===== src/rtl/dff_write_arbiter.sv =====
// Round-robin write arbiter in front of one shared DATA_W-bit register.
// Optional grant locking is enabled with `define DFF_ARB_LOCK_EN.
module dff_write_arbiter #(
  parameter int unsigned NUM_REQ = 4,
  parameter int unsigned DATA_W  = 8
) (
  input  logic                        clk,
  input  logic                        rst,
  input  logic [NUM_REQ-1:0]          req,
  input  logic [NUM_REQ*DATA_W-1:0]   wdata,
`ifdef DFF_ARB_LOCK_EN
  input  logic [NUM_REQ-1:0]          lock,
`endif
  output logic [NUM_REQ-1:0]          gnt,
  output logic [DATA_W-1:0]           q,
  output logic                        busy,
  output logic [$clog2(NUM_REQ)-1:0]  last_id,
  output logic [15:0]                 wr_count
);

  localparam int unsigned ID_W    = $clog2(NUM_REQ);
  localparam logic [15:0] CNT_MAX = 16'hFFFF;

  typedef enum logic {S_IDLE, S_GRANT} state_e;

  state_e              state_q, state_d;
  logic [NUM_REQ-1:0]  gnt_q, gnt_d;
  logic [ID_W-1:0]     cur_id_q, cur_id_d;
  logic [DATA_W-1:0]   q_q, q_d;
  logic                busy_q, busy_d;
  logic [ID_W-1:0]     last_id_q, last_id_d;
  logic [15:0]         cnt_q, cnt_d;

  logic [ID_W-1:0]     arb_base_c;
  logic [ID_W-1:0]     win_id_c;
  logic                win_vld_c;
  logic [ID_W-1:0]     idx_c;
  logic                lock_hold_c;

  // In GRANT the current winner becomes last_id at this edge, so it is the search base.
  always_comb begin
    arb_base_c = (state_q == S_GRANT) ? cur_id_q : last_id_q;
    win_id_c   = '0;
    win_vld_c  = 1'b0;
    idx_c      = '0;
    for (int unsigned k = 1; k <= NUM_REQ; k++) begin
      idx_c = ID_W'((32'(arb_base_c) + k) % NUM_REQ);
      if (!win_vld_c && req[idx_c]) begin
        win_vld_c = 1'b1;
        win_id_c  = idx_c;
      end
    end
  end

`ifdef DFF_ARB_LOCK_EN
  logic [2:0] hold_q, hold_d;

  // Seven locked extensions after the first grant gives at most eight writes.
  always_comb begin
    lock_hold_c = (state_q == S_GRANT) && lock[cur_id_q] && (hold_q != 3'd7);
    hold_d      = lock_hold_c ? hold_q + 3'd1 : 3'd0;
  end

  always_ff @(posedge clk) begin
    if (rst) hold_q <= 3'd0;
    else     hold_q <= hold_d;
  end
`else
  always_comb begin
    lock_hold_c = 1'b0;
  end
`endif

  // Next-state, commit and grant logic.
  always_comb begin
    state_d   = state_q;
    gnt_d     = gnt_q;
    cur_id_d  = cur_id_q;
    q_d       = q_q;
    last_id_d = last_id_q;
    cnt_d     = cnt_q;
    case (state_q)
      S_IDLE: begin
        if (win_vld_c) begin
          state_d  = S_GRANT;
          gnt_d    = NUM_REQ'(1) << win_id_c;
          cur_id_d = win_id_c;
        end
      end
      S_GRANT: begin
        q_d       = wdata[32'(cur_id_q)*DATA_W +: DATA_W];
        last_id_d = cur_id_q;
        if (cnt_q != CNT_MAX) cnt_d = cnt_q + 16'd1;
        if (lock_hold_c) begin
          state_d = S_GRANT;
        end else if (win_vld_c) begin
          gnt_d    = NUM_REQ'(1) << win_id_c;
          cur_id_d = win_id_c;
        end else begin
          state_d = S_IDLE;
          gnt_d   = '0;
        end
      end
      default: begin
        state_d = S_IDLE;
        gnt_d   = '0;
      end
    endcase
    busy_d = (state_d == S_GRANT);
  end

  always_ff @(posedge clk) begin
    if (rst) begin
      state_q   <= S_IDLE;
      gnt_q     <= '0;
      cur_id_q  <= '0;
      q_q       <= '0;
      busy_q    <= 1'b0;
      last_id_q <= ID_W'(NUM_REQ - 1);
      cnt_q     <= '0;
    end else begin
      state_q   <= state_d;
      gnt_q     <= gnt_d;
      cur_id_q  <= cur_id_d;
      q_q       <= q_d;
      busy_q    <= busy_d;
      last_id_q <= last_id_d;
      cnt_q     <= cnt_d;
    end
  end

  assign gnt      = gnt_q;
  assign q        = q_q;
  assign busy     = busy_q;
  assign last_id  = last_id_q;
  assign wr_count = cnt_q;

endmodule


===== config.mk =====
export PLATFORM = sky130hd
export DESIGN_NAME = dff_write_arbiter
export DESIGN_NICKNAME = d
export VERILOG_FILES = /design/src/rtl/dff_write_arbiter.sv
export SDC_FILE = /design/constraint.sdc
export NUM_CORES = 1
export LEC_CHECK = 0
export ABC_CLOCK_PERIOD_IN_PS = 3800
export CORE_ASPECT_RATIO = 1.75
export CORE_MARGIN = 10
export CORE_UTILIZATION = 39
export DETAILED_ROUTE_END_ITERATION = 6
export HOLD_SLACK_MARGIN = 0.1
export PLACE_DENSITY = 0.82
export SYNTH_ARGS = -nofsm -noshare
export SYNTH_HDL_FRONTEND = slang
export SYNTH_SLANG_ARGS = --single-unit
export TNS_END_PERCENT = 50

===== constraint.sdc =====
create_clock -name clk -period 3.8 [get_ports clk]
set_clock_uncertainty 0.15 [all_clocks]
set_input_delay 0.38 -clock clk [delete_from_list [all_inputs] [get_ports clk]]
set_output_delay 0.38 -clock clk [all_outputs]
set_load 0.1 [all_outputs]

; ---- Yosys cells after proc, flatten, opt, wreduce, memory -nomap -nowiden
; Cells that the tools add are included.
; W data, S select, Z words.
[totals]
mem_bits_rw = 0
mem_count = 0
word_cells = 49
output_inout_bits = 31
register_bits = 33
romBits = 0
inputBits = 38
latch_bits = 0
[op_classes]
n_addsub = 5
n_eq_ne = 2
magnitude_cmp = 4
shifts = 2
n_reduce_logical = 7
bitwise = 1
div = 0
n_mux = 22
multipliers = 0
[op_table]
columns = cell, n
row1 = $shiftx A32 B6 Y8, 1
row2 = $add A16 B1 Y16 const B, 1
row3 = $ne A16 B16 Y1 const B, 1
row4 = $lt A2 B3 Y1 const B, 4
row5 = $mux W2, 6
row6 = $mux W1, 9
row7 = $bmux W1 S2, 4
row8 = $mux W4, 2
row9 = $pmux W4 S2, 1
row10 = $add A2 B1 Y2 const B, 2
row11 = $add A2 B2 Y2 const B, 2
row12 = $shl A1 B2 Y4 const A, 1
row13 = $logic_and A1 B1 Y1, 3
row14 = $logic_not A1 Y1, 3
row15 = $ne A2 B2 Y1 const B, 1
row16 = $reduce_and A2 Y1, 1
row17 = $not A1 Y1, 1

; ---- Logic depth before layout (Yosys ltp)
; Gate-level depths: netlist (run 1).
[depth]
depth_word = 17
ltp_mapped = 6
ltp_nobuf = 6

; ---- Worst setup path before layout (run 1)
; Ideal clock, no wire load.
[synth_path]
path_type = reg2reg
from = register cnt_q[0] (netlist: wr_count[0])
to = register cnt_q[1] (netlist: wr_count[1])
path_buffers = 0
synth_period_minus_slack_ns = 2.538
t_required_ns = 3.522
path_slack_ns = 1.262
t_arrival_ns = 2.260
setup_ns = 0.128
path_stages_with_launch = 7
path_cell_list = dfxtp_1 ha_1 and2_1 nand4_2 o21ai_0 mux2i_1 nor2_1
[synth_via]
elab_chain_len = 2
elab_cells_between_ends = 3
classes_between = 1 x add/sub / 1 x eq/ne / 1 x reduce/logical
[synth_lines]
columns = element, line_no
row1 = start: declaration, 32  ; logic [15:0] cnt_q, cnt_d;
row2 = start signal: assignment, 128  ; cnt_q <= cnt_d;
row3 = branches (longest 2 deep; another with $add A16 B1 Y16), --
; Several ways; the timed one is not identified.
; A chain may end at the register's enable or synchronous reset.

; ---- Worst setup path in the final report (run 1)
[layout_path]
from = register cnt_q[3] (netlist: wr_count[3])
to = output wr_count[3]
[layout_lines]
columns = element, line_no
row1 = end: declaration, 18  ; output logic [15:0] wr_count
; No word-level cell between the ends.

==> results.yml, run 1 <==
run_status:
  status: "completed"
finish:
  fillers: 363
  fin_cells: 291
  drive_gt1_frac: 0.0950
  syn_to_final_growth_pct: 46.9
  stdcell_area_sq_mm: 0.00246
  diodes: 0
  nNetsFinal: 281
placed_design:
  gp_congestion: 0.770
  dp_hpwl_microns: 3520
  dp.cells: 284
  placed_cell_area_sq_mm: 0.00238
  io_buffers: 68
floorplan:
  die_area_sq_mm: 0.00743
  core-area_sq_mm: 0.00415
  start_util: 0.404
  row_count: 31
  fp.dieH_microns: 107
  dieWidth_microns: 69.6
  pin_count: 69
yosys:
  ys.flop_type: "dfxtp_1"
  synth_common_cells: "33 x dfxtp_1, 25 x nor2_1, 14 x a21oi_1"
  synthXorXnorAreaFrac: 0.0366
  synth_edf_count: 0
  avgSynthCellArea_sq_um: 9.64
  synthTopCellsByArea: "dfxtp_1 39%, mux4_2 11%, mux2i_1 7.2%"
  yosysUniqueCellTypes: 36
  synth_seq_cells: 33
  yosys.area.top_type: "dfxtp_1"
  synthCells: 174
  syn_nets: 213
  async_reset_ff_frac: 0
  synthAdderAreaFrac: 0.00746
  synth_top_area_share: 0.394
  synth.area.mux_share: 0.197
  ys_seq_area_frac: 0.394
  synth-compound-area-share: 0.134
  syn-cell-area_sq_mm: 0.00168
  synth_top_family_by_area: "multiplexers"
  yosysWarningCount: 0
  yosys.area_share.simple: 0.196
  yosysMostFrequentCell: "dfxtp_1"
worst_setup_path:
  crit_buf_inv: 1
  cp_max_fo: 6
  start_kind: "register"
  arrival_ns: 1.90
  critical-path-top-delay-family: "buffers and inverters"
  crit_chain: "clkdlybuf4s50_1"
  critPathRequiredTime_ns: 3.27
  path_class: "reg2out"
  slowest_stage: "clkdlybuf4s50_1"
  end_kind: "primary output"
  cpPeakStageDelay_ns: 1.18
cts:
  cts_tree: "built"
  clock-sinks: 33
  path_clk_slew_ns: 0.06
  cts_resized: 0
  cts_hold_buf: 0
  cts.path.max_buffers: 2
  htree_num_levels: 2
  clockRootBuffer: "clkbuf_8"
  worstSkewPairLatency_ns: 0.28
  postCtsSetupRepairBufs: 0
  cts_buffers: 5
power_and_ir_drop:
  p_per_area_mw_per_mm2: 380
  total_power_uw: 937
  peakVddDrop_mv: 0.296
  p_leak_nw: 0.907
route:
  ant_nets: 0
  dr_total_vias: 1578
  viasPerCell: 5.42
  drt_pass1_iterations: 4
  avgRoutedWirePerCell_microns: 15.3
  wirelength_microns: 4440
  drtIter0Drc: 47
  drc: 0
sta:
  fin_crit_ns: 2.43
  relSlewSlack: 0.213
  final-setup-viol-count: 0
  max_freq_ghz: 0.412
  drv_slew: 0
  finalCritPeriodShare: 0.638
  fin_tns_setup_ns: 0
  hold_viol: 0
  worstMarginPinSlew_ns: 1.18
  rsz0062_at_grt: "false"
  hold_ws_ns: 0.312
global_routing:
  grt_pass1_wl_microns: 7440
  grt_usage: 0.120
  grt_pass1_vias: 1663
  grt_overflow: 0
  antenna_found_initial: 0
  grt_max_degree: 34
run:
  max_cap_violations: 0
hold_path:
  hp-class: "reg2reg"
power by group:
| group | switching [mW] | leakage [nW] | internal, mW |
|---|---|---|---|
| Clock | 0.122 | 0.0443 | 0.144 |
| Combinational | 0.175 | 0.593 | 0.108 |
| Sequential | 0.0229 | 0.270 | 0.365 |
| Total | 0.320 | 0.907 | 0.617 |
worst reg2reg max path: cells and delay by family (launching register included):
family | cells | cell delay (ns)
compound gates | 2 | 0.40
flops | 1 | 0.70
simple gates | 2 | 0.46
mux | 1 | 0.35
per-layer routing:
metal  part of all wire  vias up  routed length, microns  global-route usage
li1                   -      771                       -                   -
met2               0.52       55                    2320               0.209
met4              0.015        0                      66              0.0607
met3               0.11        6                     477              0.0656
met5                  0        -                       0                   0
met1               0.35      746                    1570               0.109
area by class of cell:
| class | instances | area [sq um] | share of cell area |
|---|---|---|---|
| Clock buffer | 7 | 86.3 | 0.0351 |
| Multi-Input combinational cell | 130 | 957 | 0.389 |
| Inverter | 3 | 11.3 | 0.00457 |
| Sequential cell | 33 | 661 | 0.268 |
| Timing Repair Buffer | 69 | 686 | 0.278 |
| Tap cell | 49 | 61.3 | 0.0249 |
flip-flops by register name (all words and copies together), names as in the netlist:
signal and count:
busy 1, cur_id_q 2, gnt 4, last_id 2, q 8, wr_count 16
worst paths after layout:
path | startpoint | endpoint | slack, ns | depth (start not counted)
max | wr_count[3] | wr_count[3] | 1.37 | 1
min | gnt[0] | gnt[0] | 0.31 | 2
max reg2reg | cur_id_q[0] | gnt[3] | 1.58 | 5
min reg2reg | gnt[0] | gnt[0] | 0.31 | 2
through the flow:
stage / utilization / setup WS (ns)
6_report: 0.593 / 1.37
5_1_grt: 0.593 / 1.28
4_1_cts: 0.593 / 1.35
3_5_place_dp: 0.573 / 1.54
3_3_place_gp: 0.573 / 1.61
2_1_floorplan: - / 1.26
cells in the final DEF (no fill, tap or decap), types with 5 or more instances in the layout:
cell             instances
nand2_1                  9
xor2_1                   7
clkbuf_8                 6
mux2i_1                 12
o21ai_0                  7
nand2b_1                 5
a21oi_1                 14
o211ai_1                 5
mux4_2                   8
dfxtp_1                 33
clkdlybuf4s50_1         67
nor2_1                  25
cells by family after synthesis:
| family | count (synthesis) |
|---|---|
| muxes | 22 |
| AOI/OAI and AO/OA | 36 |
| DFF | 33 |
| buffers and inverters | 11 |
| xor gates and xnor gates | 7 |
| and+or+nand+nor | 64 |
| adders and majority gates | 1 |
(Power assumes the default switching activity.)
==> inputs of run 2 (changes only) <==
--- a/config.mk
+++ b/config.mk
@@ -5,7 +5,7 @@
 export SDC_FILE = /design/constraint.sdc
 export NUM_CORES = 1
 export LEC_CHECK = 0
-export ABC_CLOCK_PERIOD_IN_PS = 3800
+export ABC_CLOCK_PERIOD_IN_PS = 2300
 export CORE_ASPECT_RATIO = 1.75
 export CORE_MARGIN = 10
 export CORE_UTILIZATION = 39
==> constraint.sdc (replaced) <==
create_clock -name clk -period 2.3 [get_ports clk]
set_clock_uncertainty 0.15 [all_clocks]
set_input_delay 0.23 -clock clk [delete_from_list [all_inputs] [get_ports clk]]
set_output_delay 0.23 -clock clk [all_outputs]
set_load 0.1 [all_outputs]
==> run 2 against run 1 <==
  * First-iteration DRC count is 4.3% lower
  * Cell area is 0.66% lower
  * Non-clock buffer count is 6 higher
  * Worst hold slack worse by 0.0019 ns
  * Die area stayed put
  * Power is 63% higher
  * Clock-buffer cell count is 1 lower
  * Critical path depth is 4 higher
  * Clock power is 55% higher
  * Highest routed layer unchanged
==> results.yml, run 2 (same netlist as run 1, synthesis figures left out) <==
cts:
  path_clk_slew_ns: 0.06
  worstSkewPairLatency_ns: 0.28
  cts_hold_buf: 0
  cts_buffers: 5
  htree_num_levels: 2
  clock-sinks: 33
  clockRootBuffer: "clkbuf_8"
  cts.path.max_buffers: 2
  cts_resized: 0
  cts_tree: "built"
  postCtsSetupRepairBufs: 0
worst_setup_path:
  arrival_ns: 1.94
  end_kind: "register"
  path_class: "reg2reg"
  start_kind: "register"
  cp_max_fo: 9
  critPathRequiredTime_ns: 2.32
  crit_chain: "mux2_4 > mux2_4 > a211o_1 > a22oi_1 > nor2_1"
  slowest_stage: "dfxtp_2"
  cpPeakStageDelay_ns: 0.46
  cpMostUsedCell: "mux2_4"
floorplan:
  dieWidth_microns: 69.6
  row_count: 31
  fp.dieH_microns: 107
  start_util: 0.404
  core-area_sq_mm: 0.00415
  die_area_sq_mm: 0.00743
  pin_count: 69
global_routing:
  grt_usage: 0.122
  grt_overflow: 0
  antenna_found_initial: 0
  grt_pass1_wl_microns: 7720
  grt_max_degree: 15
  grt_pass1_vias: 1686
placed_design:
  placed_cell_area_sq_mm: 0.00236
  dp_hpwl_microns: 3680
  io_buffers: 68
  gp_congestion: 0.887
  place_ws_ns: 0.298
route:
  ant_nets: 0
  drtIter0Drc: 45
  met2_length_microns: 2330
  highest_layer: "met4"
  drc: 0
  wl_met1_microns: 1670
  wirelength_microns: 4550
  met3_length_microns: 495
  dr_total_vias: 1575
  viasPerCell: 5.29
  drt_pass1_iterations: 4
  avgRoutedWirePerCell_microns: 15.3
sta:
  hold_ws_ns: 0.310
  worst_slack_ns: 0.388
  worstMarginPinSlew_ns: 0.622
  drv_slew: 0
  max_freq_ghz: 0.523
  fin_tns_setup_ns: 0
  hold_viol: 0
  rsz0062_at_grt: "false"
  fin_crit_ns: 1.91
  finalCritPeriodShare: 0.831
  relSlewSlack: 0.582
  final-setup-viol-count: 0
power_and_ir_drop:
  p_leak_nw: 0.996
  clkPwrFrac: 0.269
  pwr-share-seq: 0.411
  comb_power_share: 0.320
  p_int_uw: 997
  p_per_area_mw_per_mm2: 625
  switching_share: 0.348
  peakVddDrop_mv: 0.543
  p_switching_uw: 531
finish:
  final_common_cell: "buf_4"
  diodes: 0
  nNetsFinal: 287
  drive_gt1_frac: 0.297
  largest_register_ffs: 16
  syn_to_final_growth_pct: 45.9
  post-route-util: 0.589
  final_cell_mix: "38 x buf_4, 37 x clkdlybuf4s50_1, 25 x nor2_1, 19 x dfxtp_1"
  stdcell_area_sq_mm: 0.00245
run:
  max_cap_violations: 0
hold_path:
  hp-class: "reg2reg"
run_status:
  status: "completed"
-- run 2: cell types whose count changed in the layout (fill, tap and decap cells not counted) --
cell and delta:
dfxtp_2 +14, buf_4 +36, clkdlybuf4s50_1 -30, clkinv_2 +2, clkbuf_8 -1, dfxtp_1 -14
-- run 2: power groups by stage --
stage	logic, mW	registers [mW]	clock network, mW
final	0.489	0.628	0.411
after global routing	0.520	0.632	0.444
after CTS	0.494	0.629	0.423
after detailed placement	0.492	0.641	0
after global placement	0.485	0.640	0
after floorplan	0.148	0.836	0
-- run 2: final cells by class --
cell class | count | area (sq um)
clock buffers | 6 | 72.6
clock inverters | 2 | 10.0
fillers | 358 | 1700
inverters | 3 | 11.3
multi-input cells | 130 | 957
flip-flops and latches | 33 | 678
well taps | 49 | 61.3
repair buffers | 75 | 656
-- run 2: path summary, 6_finish.rpt --
| kind | slack [ns] | cells after the start | endpoint | startpoint |
|---|---|---|---|---|
| setup / recovery | 0.39 | 5 | gnt[1] | busy |
| hold reg to reg | 0.31 | 2 | gnt[2] | gnt[2] |
| hold / removal | 0.31 | 2 | gnt[2] | gnt[2] |
| setup reg to reg | 0.39 | 5 | gnt[1] | busy |
-- run 2: critical path: cells and delay by family (launching register included) --
kind | cells | cell delay (ns)
AO/OA/AOI/OAI | 2 | 0.48
flip-flops | 1 | 0.46
multiplexers | 2 | 0.67
AND/OR/NAND/NOR | 1 | 0.05
-- run 2: layer usage --
metal | global-route usage | vias to the layer above
met4 | 0.0434 | 0
li1 | - | 784
met2 | 0.215 | 54
met3 | 0.0702 | 5
met1 | 0.116 | 732
met5 | 0 | -
-- run 2: stage by stage --
step | total power [mW] | cells
after detailed placement | 1.13 | 290
final | 1.53 | 298
after CTS | 1.55 | 298
after floorplan | 0.984 | 174
after global placement | 1.12 | 290
after global routing | 1.60 | 298
